### config.mk
export PLATFORM = sky130hd
export DESIGN_NAME = ex_mcu_ctrl
export DESIGN_NICKNAME = d
export VERILOG_FILES = /design/src/rtl/ex_mcu_pkg.sv /design/src/rtl/ex_mcu_watchdog.sv /design/src/rtl/ex_mcu_ctrl.sv
export SDC_FILE = /design/constraint.sdc
export NUM_CORES = 1
export LEC_CHECK = 0
export BUFFER_PORTS_ARGS = -buffer_cell sky130_fd_sc_hd__clkbuf_2
export CELL_PAD_IN_SITES_DETAIL_PLACEMENT = 0
export CELL_PAD_IN_SITES_GLOBAL_PLACEMENT = 1
export CORE_ASPECT_RATIO = 1.75
export CORE_UTILIZATION = 34
export DETAILED_ROUTE_END_ITERATION = 6
export GPL_ROUTABILITY_DRIVEN = 0
export PLACE_DENSITY = 0.81
export SLEW_MARGIN = 20
export SYNTH_ARGS = -nofsm -noshare
export SYNTH_HDL_FRONTEND = slang
export SYNTH_HIERARCHICAL = 1
export SYNTH_SLANG_ARGS = --single-unit
### constraint.sdc
create_clock -name clk -period 2 [get_ports clk]
set_input_delay 0.3 -clock clk [delete_from_list [all_inputs] [get_ports clk]]
set_output_delay 0.3 -clock clk [all_outputs]
set_load 0.1 [all_outputs]
### src/rtl/ex_mcu_pkg.sv
// ---------------------------------------------------------------------------
// ex_mcu_pkg
// Shared definitions for the EX-stage multi-cycle unit controller:
//   - state_e       : controller FSM states
//   - UNIT_CLMUL/DIV: unit IDs as seen on req_unit
//   - RES_W_DEFAULT : default result width of each unit
//   - id_width()    : width of an index into n items, never below 1 bit
// ---------------------------------------------------------------------------
package ex_mcu_pkg;

   typedef enum logic [1:0] {
      IDLE  = 2'd0,
      RUN   = 2'd1,
      HOLD  = 2'd2,
      DRAIN = 2'd3
   } state_e;

   localparam int UNIT_CLMUL    = 0;
   localparam int UNIT_DIV      = 1;
   localparam int RES_W_DEFAULT = 64;

   function automatic int id_width(input int n);
      return (n > 1) ? $clog2(n) : 1;
   endfunction

endpackage

### src/rtl/ex_mcu_watchdog.sv
// ---------------------------------------------------------------------------
// ex_mcu_watchdog
// Counts non-stalled cycles spent waiting on a unit and fires a one-cycle
// pulse on the TIMEOUT-th such cycle. Only built when EX_MCU_TIMEOUT_EN is
// defined.
// Ports:
//   clk, reset (sync, active-high)
//   i_active : controller is waiting on a unit (RUN or DRAIN)
//   i_clear  : controller enters RUN or DRAIN next cycle; restart count
//   i_stall  : pipeline frozen, cycle does not count
//   i_cancel : the unit completed (or the op is being flushed) this cycle
//   o_fire   : watchdog expiry pulse
// ---------------------------------------------------------------------------
module ex_mcu_watchdog
   import ex_mcu_pkg::*;
#(
   parameter  int TIMEOUT = 64,
   localparam int CNT_W   = id_width(TIMEOUT)
) (
   input  logic clk,
   input  logic reset,
   input  logic i_active,
   input  logic i_clear,
   input  logic i_stall,
   input  logic i_cancel,
   output logic o_fire
);

   logic [CNT_W-1:0] r_cnt;
   logic             w_fire;

   // r_cnt holds the cycles already counted, so this cycle is the
   // TIMEOUT-th one when r_cnt sits at TIMEOUT-1. A completing unit wins.
   assign w_fire = i_active && !i_stall && !i_cancel
                && (r_cnt == CNT_W'(TIMEOUT - 1));

   always_ff @(posedge clk) begin
      if (reset) begin
         r_cnt <= '0;
      end else if (i_clear) begin
         r_cnt <= '0;
      end else if (i_active && !i_stall && !w_fire) begin
         r_cnt <= r_cnt + CNT_W'(1);
      end
   end

   assign o_fire = w_fire;

endmodule

### src/rtl/ex_mcu_ctrl.sv
// ---------------------------------------------------------------------------
// ex_mcu_ctrl
// Sequencer for the EX-stage multi-cycle units (clmul, divider). Starts the
// selected unit with a one-cycle pulse, stalls the pipeline until the result
// is available, parks a result that completes under an external stall, and
// drains a flushed operation before accepting the next one.
// Optional feature: define EX_MCU_TIMEOUT_EN to add a watchdog that aborts an
// operation after TIMEOUT non-stalled busy cycles (o_timeout_trap).
// Ports:
//   clk, reset          : clock, synchronous active-high reset
//   i_req_valid/unit    : EX instruction needs unit i_req_unit
//   i_flush             : kill the current EX instruction
//   i_ext_stall         : pipeline frozen by an external cause
//   o_unit_start        : one-hot start pulse to the units
//   o_unit_stall        : freeze all units (mirrors i_ext_stall)
//   i_unit_done/res     : per-unit completion and result (unit k at k*RES_W)
//   o_stall_req         : stall the pipeline while waiting on a unit
//   o_res_valid/o_res   : result of the current instruction
//   o_busy              : FSM not IDLE
//   o_timeout_trap      : watchdog fired (0 without EX_MCU_TIMEOUT_EN)
// ---------------------------------------------------------------------------
module ex_mcu_ctrl
   import ex_mcu_pkg::*;
#(
   parameter  int N_UNITS = 2,
   parameter  int RES_W   = RES_W_DEFAULT,
   parameter  int TIMEOUT = 64,
   localparam int UID_W   = id_width(N_UNITS)
) (
   input  logic                     clk,
   input  logic                     reset,
   input  logic                     i_req_valid,
   input  logic [UID_W-1:0]         i_req_unit,
   input  logic                     i_flush,
   input  logic                     i_ext_stall,
   output logic [N_UNITS-1:0]       o_unit_start,
   output logic                     o_unit_stall,
   input  logic [N_UNITS-1:0]       i_unit_done,
   input  logic [N_UNITS*RES_W-1:0] i_unit_res,
   output logic                     o_stall_req,
   output logic                     o_res_valid,
   output logic [RES_W-1:0]         o_res,
   output logic                     o_busy,
   output logic                     o_timeout_trap
);

   localparam logic [UID_W:0] N_UNITS_EXT = (UID_W + 1)'(N_UNITS);

   state_e           r_state;
   state_e           w_state_nxt;
   logic [UID_W-1:0] r_sel;
   logic [RES_W-1:0] r_hold;

   logic             w_req_ok;
   logic             w_done_sel;
   logic [RES_W-1:0] w_res_sel;
   logic             w_start;
   logic             w_capture;
   logic             w_timeout;

   // Out-of-range IDs (possible when N_UNITS is not a power of two) are
   // treated as no request at all.
   assign w_req_ok   = i_req_valid && ({1'b0, i_req_unit} < N_UNITS_EXT);
   assign w_done_sel = i_unit_done[r_sel];
   assign w_res_sel  = i_unit_res[int'(r_sel) * RES_W +: RES_W];

   // NOTE: every signal driven here gets a default first, so no path through
   // the case leaves one unassigned and no latch is inferred.
   always_comb begin
      w_state_nxt = r_state;
      w_start     = 1'b0;
      w_capture   = 1'b0;
      o_res_valid = 1'b0;
      o_res       = '0;
      case (r_state)
         IDLE: begin
            if (w_req_ok && !i_flush && !i_ext_stall) begin
               w_start     = 1'b1;
               w_state_nxt = RUN;
            end
         end
         RUN: begin
            // Flush beats a simultaneous done; that result is dropped.
            if (i_flush) begin
               w_state_nxt = DRAIN;
            end else if (w_done_sel) begin
               if (!i_ext_stall) begin
                  o_res_valid = 1'b1;
                  o_res       = w_res_sel;
                  w_state_nxt = IDLE;
               end else begin
                  w_capture   = 1'b1;
                  w_state_nxt = HOLD;
               end
            end else if (w_timeout) begin
               w_state_nxt = IDLE;
            end
         end
         HOLD: begin
            if (i_flush) begin
               w_state_nxt = IDLE;
            end else begin
               o_res_valid = 1'b1;
               o_res       = r_hold;
               if (!i_ext_stall) begin
                  w_state_nxt = IDLE;
               end
            end
         end
         DRAIN: begin
            if (w_done_sel || w_timeout) begin
               w_state_nxt = IDLE;
            end
         end
         default: w_state_nxt = IDLE;
      endcase
   end

   // NOTE: state registers use non-blocking assignments so every flop samples
   // the pre-edge values of the others.
   always_ff @(posedge clk) begin
      if (reset) begin
         r_state <= IDLE;
         r_sel   <= '0;
         r_hold  <= '0;
      end else begin
         r_state <= w_state_nxt;
         if (w_start) begin
            r_sel <= i_req_unit;
         end
         if (w_capture) begin
            r_hold <= w_res_sel;
         end
      end
   end

   assign o_unit_start   = w_start ? (N_UNITS'(1) << i_req_unit) : '0;
   assign o_unit_stall   = i_ext_stall;
   // The start cycle itself stalls; a timeout releases the pipeline.
   assign o_stall_req    = w_req_ok && !o_res_valid && !w_timeout;
   assign o_busy         = (r_state != IDLE);
   assign o_timeout_trap = w_timeout;

`ifdef EX_MCU_TIMEOUT_EN
   logic w_wd_active;
   logic w_wd_clear;
   logic w_wd_cancel;

   assign w_wd_active = (r_state == RUN) || (r_state == DRAIN);
   assign w_wd_clear  = ((w_state_nxt == RUN) || (w_state_nxt == DRAIN))
                     && (w_state_nxt != r_state);
   // A flush in RUN restarts the count in DRAIN instead of trapping.
   assign w_wd_cancel = w_done_sel || ((r_state == RUN) && i_flush);

   ex_mcu_watchdog #(
      .TIMEOUT (TIMEOUT)
   ) u_watchdog (
      .clk      (clk),
      .reset    (reset),
      .i_active (w_wd_active),
      .i_clear  (w_wd_clear),
      .i_stall  (i_ext_stall),
      .i_cancel (w_wd_cancel),
      .o_fire   (w_timeout)
   );
`else
   logic w_timeout_unused;

   assign w_timeout        = 1'b0;
   assign w_timeout_unused = (TIMEOUT > 0);
`endif

endmodule

---- After elaboration in Yosys (flattened, before gate mapping) ----
Index checks and enable logic that the tools add are counted.
operators by class
  $lt $le $gt $ge ......................... 1
  shift operators ......................... 2
  equality and inequality tests ........... 7
  multiplexer cells ....................... 27
  reduce and logical (&&, ||, !) cells .... 9
operator list
  operator                                                                      count
  64-bit two-way mux                                                            4
  64-bit one-hot mux with 2 select lines                                        1
  128-bit by 8-bit indexed part select with 64-bit output                       1
  2-bit two-way mux                                                             8
  1-bit two-way mux                                                             12
  2-bit one-hot mux with 4 select lines                                         1
  3-bit inequality test, second input constant                                  2
  2-bit == test, second input constant                                          2
  2-bit inequality test, second input constant                                  2
  4-bit AND reduction                                                           1
  1-bit logical AND                                                             3
  1-bit zero test                                                               3
  2-bit by 1-bit == test with 1-bit output, second input constant               1
  2-bit zero test                                                               1
  1-bit by 2-bit less-than comparator with 1-bit output, second input constant  1
  1-bit one-hot mux with 2 select lines                                         1
  2-bit nonzero test                                                            1
  1-bit by 1-bit left shift with 2-bit output, first input constant             1
storage, ports and cells
  word-level logic and storage cells ...... 49
  output and inout port bits .............. 71
  input bits .............................. 136
  flip-flop bits (word level) ............. 67

---- Logic depth before layout (Yosys ltp) ----
Gate-level depths: netlist of run 1.
  word-level depth ........................ 7
  mapped depth ............................ 7
  gate-level depth less buffers ........... 6

---- Least setup slack after synthesis of run 1 ----
OpenSTA, ideal clock, no wires.
  path kind ............................... reg2out
  start ................................... register r_state[1]
  end ..................................... output o_stall_req
  slack ................................... -1.293 ns
  arrival ................................. 2.993 ns
  data required time ...................... 1.700 ns
  path buffers ............................ 1
  stages on the path, launching flop included .. 7
  cell sequence ........................... dfxtp_1 -> inv_1 -> ha_1 -> and3b_1 -> clkbuf_1 -> o21a_1 -> nor2_1
between the ends
  longest elaborated chain between the ends .. 4
RTL lines
  item                                                                              line                RTL
  start, declared                                                                   ex_mcu_ctrl.sv:49   state_e r_state;
  start signal, assigned                                                            ex_mcu_ctrl.sv:127  r_state <= w_state_nxt;
  2-bit == test / 2-bit by 1-bit == test with 1-bit output (equally long branches)  ex_mcu_ctrl.sv:75   case (r_state)
  1-bit one-hot mux with 2 select lines *                                           ex_mcu_ctrl.sv:75
  named net o_res_valid                                                             ex_mcu_ctrl.sv:41   output logic o_res_valid,
  1-bit zero test *                                                                 ex_mcu_ctrl.sv:140  assign o_stall_req = w_req_ok && !o_res_valid && !w_timeout;
  1-bit logical AND *                                                               ex_mcu_ctrl.sv:140
  end, declared                                                                     ex_mcu_ctrl.sv:40   output logic o_stall_req,
The timed path passes the listed nets; every way through them passes the cells marked *.

---- Worst setup path after layout of run 1 ----
  start ................................... register r_sel
  end ..................................... output o_stall_req
between the ends
  longest elaborated chain between the ends .. 7
RTL lines
  item                                                   line                RTL
  start, declared                                        ex_mcu_ctrl.sv:51   logic [UID_W-1:0] r_sel;
  start signal, assigned                                 ex_mcu_ctrl.sv:129  r_sel <= i_req_unit;
  1-bit two-way mux (implied by the code) (2 in series)  ex_mcu_ctrl.sv:64   assign w_done_sel = i_unit_done[r_sel];
  1-bit two-way mux                                      ex_mcu_ctrl.sv:86   end else if (w_done_sel) begin
  1-bit two-way mux                                      ex_mcu_ctrl.sv:84   if (i_flush) begin
  1-bit one-hot mux with 2 select lines                  ex_mcu_ctrl.sv:75
  1-bit zero test                                        ex_mcu_ctrl.sv:140
  1-bit logical AND                                      ex_mcu_ctrl.sv:140
Every way passes these cells. The select of a mux whose other input is x is not followed.

==> reports/metrics.cfg, run 1 <==
[worst_setup_path]
end_kind=primary output
crit_path_max_fanout=8
crit_slowest_cell=dfxtp_4
slowest_delay_ns=0.37
start_kind=flip-flop
arrival_ns=1.94
critPathKind=reg -> out
crit_path_cell_trace=mux2i_4, and3b_4, clkbuf_16, o21a_4, nor2_4, buf_12
worstReg2RegStart=r_state[1]$_SDFFE_PP0P_
critPathTopFamily=simple AND/OR/NAND/NOR gates
crit_buf_inv=2
cp_data_required_time_ns=1.70
setup.worst_path.start=r_sel$_SDFFE_PP0P_

[layout]
fillers=925
layout.cells.most_common_list=clkbuf_2 (137), buf_12 (76), nor2_1 (68)
layout.nets=818
syn2layout_area_growth_pct=89.84
drive_above_1_share_pct=68.48
mostFrequentLayoutCell=clkbuf_2
diodes=0

[sta]
timing.max_slew.rel_slack_pct=63.52
fin_crit_sh_pct=111.9
rsz0062_at_grt=yes
whs_ns=0.3452
skew_ns=0.007579
fin_crit_ns=2.238
finalSetupViolCount=66
slew_violations=0
finalHoldViolations=0
worst_pin_slew_ns=0.5496
setup_ws_ns=-0.2379
fmax_mhz=446.8

[drt]
drcViolationCount=1
firstDrtPassIters=6
wl_mm=14.78
drt-initial-drc-count=118
drtAntennaViolNets=0
vias=4326
drt-vias-per-instance=5.089
wire_per_inst_um=17.38

[grt]
globalRouteOverflowTotal=0
grt_first_pass_wirelength_mm=18.96
antenna_found_initial=0
grt_pass1_vias=4010
met1_usage_pct=19.28
grtUsageMet3_pct=3.180
grt_max_degree=38
use_met2_pct=35.24
grt_use_total_pct=18.54
busiest_layer=met2

[clock_network]
cts_tree=done
clockRootBuffer=clkbuf_16
cts_buffer_depth=2
clkSinkCount=67
numCtsBuffers=9
insertion_delay_ns=0.33
postCtsHoldBufs=0
clkTransAtPathRegs_ns=0.06
cts-htree-levels=3

[outcome]
status=complete, but fails checks
violations=DRC, setup timing

[floorplan]
start_util_pct=34.75
die_y_um=150.7
fp.dieW_um=86.98
rows=54
core_mm2=0.01236
dieArea_mm2=0.01311
top_level_ports=207

[yosys]
synthAdderAreaFrac_pct=1.456
yosysUniqueCellTypes=24
synth_compound_area_share_pct=11.94
ys_seq_elements=67
netlist_area_mm2=0.004297
muxShareOfSynthArea_pct=32.41
synth_fp_nets=607
avgSynthCellArea_um2=9.220
synth_top_family_by_area=multiplexers
synth_xor_area_share_pct=0
ys_warn_count=6
yosys.area_share.simple_pct=17.01
seq_area_frac_synth_pct=31.22
netlist_instances=466

[pwr]
p_per_area_mw_per_mm2=475.2
peakVddDrop_uv=391.6
finalPower_w=0.003876
leakage_nw=2.830

[place]
portBuffers=205
place_hpwl_mm=9.337

[hold_path]
worstHoldStart=reset
hp-class=in -> reg

[run]
drv_cap=0

routing by layer:
layer  share of wire [%]  vias to the layer above
li1                    -                     2070
met1                  35                     2067
met4                 3.6                        0
met3                 4.3                       34
met5                   0                        -
met2                  58                      155
report_power, final:
part,internal (W),switching [W]
Clock,0.000991,0.000558
Sequential,0.00136,0.0000220
Combinational,0.000504,0.000440
Total,0.00286,0.00102
state kept, by name, indices dropped and copies added, names as in the netlist:
| register | cells |
|---|---|
| r_hold | 64 |
| r_sel | 1 |
| r_state | 2 |
cell usage after synthesis (all sizes together):
library cell	number	area (µm²)
nor2	70	262.8
nand2b	1	6.260
and3b	1	8.760
o21a	1	7.510
ha	5	62.56
a21oi	2	10.01
and4	1	8.760
mux2	65	732.0
o21ai	3	15.01
buf	29	181.4
conb	1	3.750
nand2	1	3.750
nand3	2	10.01
nor3	1	5.000
clkbuf	15	56.30
and4bb	1	12.51
inv	4	15.01
a22oi	64	480.5
nor2b	66	412.9
dfxtp	67	1341
mux2i	66	660.6
tightest hold or removal path: stages:
cell and delay (ns):
clkbuf_2 0.14, nor3_1 0.07, nand2_1 0.06, mux2i_1 0.06
cells by family (layout without fill, tap and decap cells):
group           after synthesis  after routing
other cells                   1              1
fa+ha+maj                     5              5
buf+inv                      48            263
simple gates                144            145
flops                        67             67
compound gates               70             70
mux                         131            131
path summary, 6_finish.rpt:
| kind | endpoint | slack (ns) | cells past startpoint |
|---|---|---|---|
| max | o_stall_req | -0.24 | 6 |
| min | r_state[1]$_SDFFE_PP0P_ | 0.35 | 4 |
| max reg2reg | r_state[0]$_SDFFE_PP0P_ | 0.14 | 8 |
| min reg2reg | r_hold[51]$_SDFFE_PP0P_ | 0.51 | 2 |
metrics by stage:
step           utilization (%)  worst slack (ns)  cell area (µm²)  instances  TNS, ns
4_1_cts                  59.88           -0.2537             7403        828   -14.39
3_5_place_dp             57.08           0.06944             7058        812        0
5_1_grt                  65.97           -0.2989             8157        850   -16.59
3_3_place_gp             57.08            0.1001             7058        812        0
6_report                 65.97           -0.2379             8157        850   -12.53
2_1_floorplan                -           -0.1637             4841        466  -0.1637
cell type report:
| cell class | instances | area (µm²) | area share [%] |
|---|---|---|---|
| clock buffers | 11 | 242.7 | 2.976 |
| clock inverters | 5 | 52.55 | 0.6443 |
| inverters | 4 | 17.52 | 0.2148 |
| multi-input cells | 352 | 3596 | 44.09 |
| flip-flops and latches | 67 | 1350 | 16.55 |
| well taps | 168 | 210.2 | 2.577 |
| repair buffers | 243 | 2688 | 32.95 |
timing repair:
action,in CTS,in global routing
setup buffers,0,4
pin swaps,0,36
setup endpoints to repair,66,66
resized for setup,11,74
cloned,0,18
No activity file was read; power rests on OpenSTA's default activity.
==> inputs of run 2 (changes only) <==
--- a/config.mk
+++ b/config.mk
@@ -13,6 +13,8 @@
 export DETAILED_ROUTE_END_ITERATION = 6
 export GPL_ROUTABILITY_DRIVEN = 0
 export PLACE_DENSITY = 0.81
+export RECOVER_POWER = 50
+export REMOVE_ABC_BUFFERS = 1
 export SLEW_MARGIN = 20
 export SYNTH_ARGS = -nofsm -noshare
 export SYNTH_HDL_FRONTEND = slang
==> run 2 against run 1 <==
Against the previous run: the run still ends with DRC, setup timing left; setup slack lost 0.057 ns; wire length shrank 2.3%; clock-buffer cell count grew 2; global-route usage grew 2.2 points; clock power shrank 3%; sequential power is essentially flat; cell count grew 0.35%; first-iteration DRC count grew 13%; core utilization shrank 4.0 points; flip-flop and latch count is the same; final area shrank 6.0%.
==> reports/metrics.cfg, run 2 (synthesis results as in run 1) <==
[place]
place_hpwl_mm=9.786  ; +4.8%
portBuffers=205  ; unchanged
dp_slack_ns=-0.1057  ; -0.1752 ns

[run]
drv_cap=0  ; unchanged

[drt]
drt-vias-per-instance=5.027  ; -1.2%
drt-initial-drc-count=133  ; +13%
wl_mm=14.44  ; -2.3%
drcViolationCount=4  ; +3
firstDrtPassIters=7  ; +1
vias=4288  ; -0.88%
wire_per_inst_um=16.93  ; -2.6%
drtAntennaViolNets=0  ; unchanged

[worst_setup_path]
rr_worst_depth=6  ; -2
crit_path_cell_trace=mux2i_4, and3b_4, buf_6, buf_16, a22oi_2, nor2b_2, buf_12
crit_slowest_cell=and3b_4
worstReg2RegStart=r_sel$_SDFFE_PP0P_
critPathKind=reg -> out
cp_data_required_time_ns=1.70  ; about the same
arrival_ns=1.99  ; +0.05 ns
end_kind=primary output
crit_path_max_fanout=5  ; -3
rrSetupSlack_ns=0.07  ; -0.07 ns
start_kind=flip-flop
reg2reg_to=r_hold[33]$_SDFFE_PP0P_
slowest_delay_ns=0.41  ; +0.04 ns

[clock_network]
postCtsHoldBufs=0  ; unchanged
clkSinkCount=67  ; unchanged
clockRootBuffer=clkbuf_16
cts_buffer_depth=2  ; unchanged
cts-htree-levels=3  ; unchanged
insertion_delay_ns=0.33  ; about the same
clkTransAtPathRegs_ns=0.05  ; about the same
numCtsBuffers=9  ; unchanged
cts_tree=done

[pwr]
finalPower_w=0.003716  ; -4.1%
peakVddDrop_uv=379.0  ; -3.2%
leakage_nw=2.764  ; -2.3%
p_per_area_mw_per_mm2=484.9  ; +2.1%

[hold_path]
hold_depth=4  ; unchanged
min_to=r_sel$_SDFFE_PP0P_
worstHoldStart=i_req_valid
hp-class=in -> reg

[sta]
timing.max_slew.rel_slack_pct=23.43  ; -40 points
slew_violations=0  ; unchanged
fin_crit_ns=2.295  ; +0.05682 ns
finalHoldViolations=0  ; unchanged
finalSetupViolCount=66  ; unchanged
setup_ws_ns=-0.2947  ; -0.05682 ns
fin_crit_sh_pct=114.7  ; +2.8 points
fmax_mhz=435.8  ; -2.5%
worst_pin_slew_ns=1.153  ; +0.6039 ns
skew_ns=0.005191  ; -0.002388 ns
rsz0062_at_grt=yes
finalSetupTns_ns=-14.07  ; -1.540 ns

[floorplan]
die_y_um=150.7  ; unchanged
dieArea_mm2=0.01311  ; unchanged
start_util_pct=34.75  ; unchanged
core_mm2=0.01236  ; unchanged
fp.dieW_um=86.98  ; unchanged
top_level_ports=207  ; unchanged
rows=54  ; unchanged

[outcome]
status=complete, but fails checks
violations=DRC, setup timing

[grt]
globalRouteOverflowTotal=0  ; unchanged
use_met2_pct=40.47  ; +5.2 points
grt_pass1_vias=4221  ; +5.3%
grt_first_pass_wirelength_mm=20.74  ; +9.4%
grt_max_degree=49  ; +29%
busiest_layer=met2
grtUsageMet3_pct=2.796  ; -0.38 points
met1_usage_pct=20.51  ; +1.2 points
antenna_found_initial=0  ; unchanged
grt_use_total_pct=20.77  ; +2.2 points

[layout]
reg.largest.list=r_hold x64, r_state x2, r_sel x1
layout.nets=821  ; +0.37%
mostFrequentLayoutCell=clkbuf_2
drive_above_1_share_pct=63.50  ; -5.0 points
layout.cells.most_common_list=clkbuf_2 (136), nor2_1 (69), mux2_2 (65), mux2i_1 (65), dfxtp_1 (64)
fillers=1012  ; +9.4%
diodes=0  ; unchanged
syn2layout_area_growth_pct=78.36
top_register=r_hold
largest_register_ffs=64  ; unchanged

==> run 2: changes by cell type in the layout (fill, tap and decap cells not counted), moves of 2 or more <==
cell / previous run / this run
nor2b_1: 1 / 12
buf_12: 76 / 63
nor2b_2: 0 / 53
clkbuf_8: 1 / 3
clkinv_2: 3 / 1
clkbuf_16: 20 / 25
buf_4: 11 / 16
a22oi_1: 0 / 19
nor2b_4: 65 / 1
a22oi_2: 64 / 45
buf_8: 0 / 4
==> run 2: stage by stage <==
step / hold slack (ns) / instance area [µm²] / util (%) / cells
2_1_floorplan: 0.3724 / 4059 / - / 422
3_3_place_gp: 0.4729 / 6518 / 52.71 / 815
3_5_place_dp: 0.4819 / 6518 / 52.71 / 815
4_1_cts: 0.3059 / 7187 / 58.13 / 845
5_1_grt: 0.3387 / 7664 / 61.98 / 853
6_report: 0.3182 / 7664 / 61.98 / 853
==> run 2: where the power goes <==
group / switching [W] / total (W) / internal (W)
clock network: 0.000571 / 0.00151 / 0.000940
registers: 0.0000209 / 0.00138 / 0.00136
logic: 0.000408 / 0.000824 / 0.000416
total: 0.00100 / 0.00372 / 0.00272
==> run 2: layout make-up <==
cell class | instances | area (µm²) | share of cell area [%]
clock buffers | 13 | 270.3 | 3.527
inverters | 4 | 20.02 | 0.2612
well taps | 168 | 210.2 | 2.743
flip-flops and latches | 67 | 1353 | 17.65
clock inverters | 3 | 21.27 | 0.2776
multi-input cells | 352 | 3122 | 40.73
repair buffers | 246 | 2668 | 34.81
==> run 2: critical path, delay by kind of cell (launching register included) <==
kind,cells,cell delay (ns)
buffers and inverters,3,0.44
muxes,1,0.20
DFF,1,0.36
AOI/OAI and AO/OA,1,0.06
and+or+nand+nor,2,0.59
==> run 2: how the worst max path moves through the flow <==
stage                                  startpoint   endpoint  slack [ns]  cells past startpoint
after floorplan                r_sel$_SDFFE_PP0P_  o_res[34]       -3.29                      4
after global placement    r_state[1]$_SDFFE_PP0P_  o_res[20]      -0.004                      7
after detailed placement  r_state[1]$_SDFFE_PP0P_  o_res[37]       -0.11                      7
after CTS                      r_sel$_SDFFE_PP0P_   o_res[8]       -0.30                      7
after global routing           r_sel$_SDFFE_PP0P_  o_res[42]       -0.36                      6
final                          r_sel$_SDFFE_PP0P_   o_res[0]       -0.29                      7
==> run 2: layer usage <==
metal  wire length (µm)  part of all wire, %  vias to the layer above
met5                  0                    0                        -
met4                662                  4.6                        0
met2               8312                   58                      134
li1                   -                    -                     2072
met3                465                  3.2                       37
met1               4999                   35                     2045
==> run 2: what timing repair did <==
action,4_1_cts,5_1_grt
setup buffers,10,3
pin swaps,5,32
gates cloned,4,8
gates resized for setup,60,94
endpoints found under the setup margin,66,66
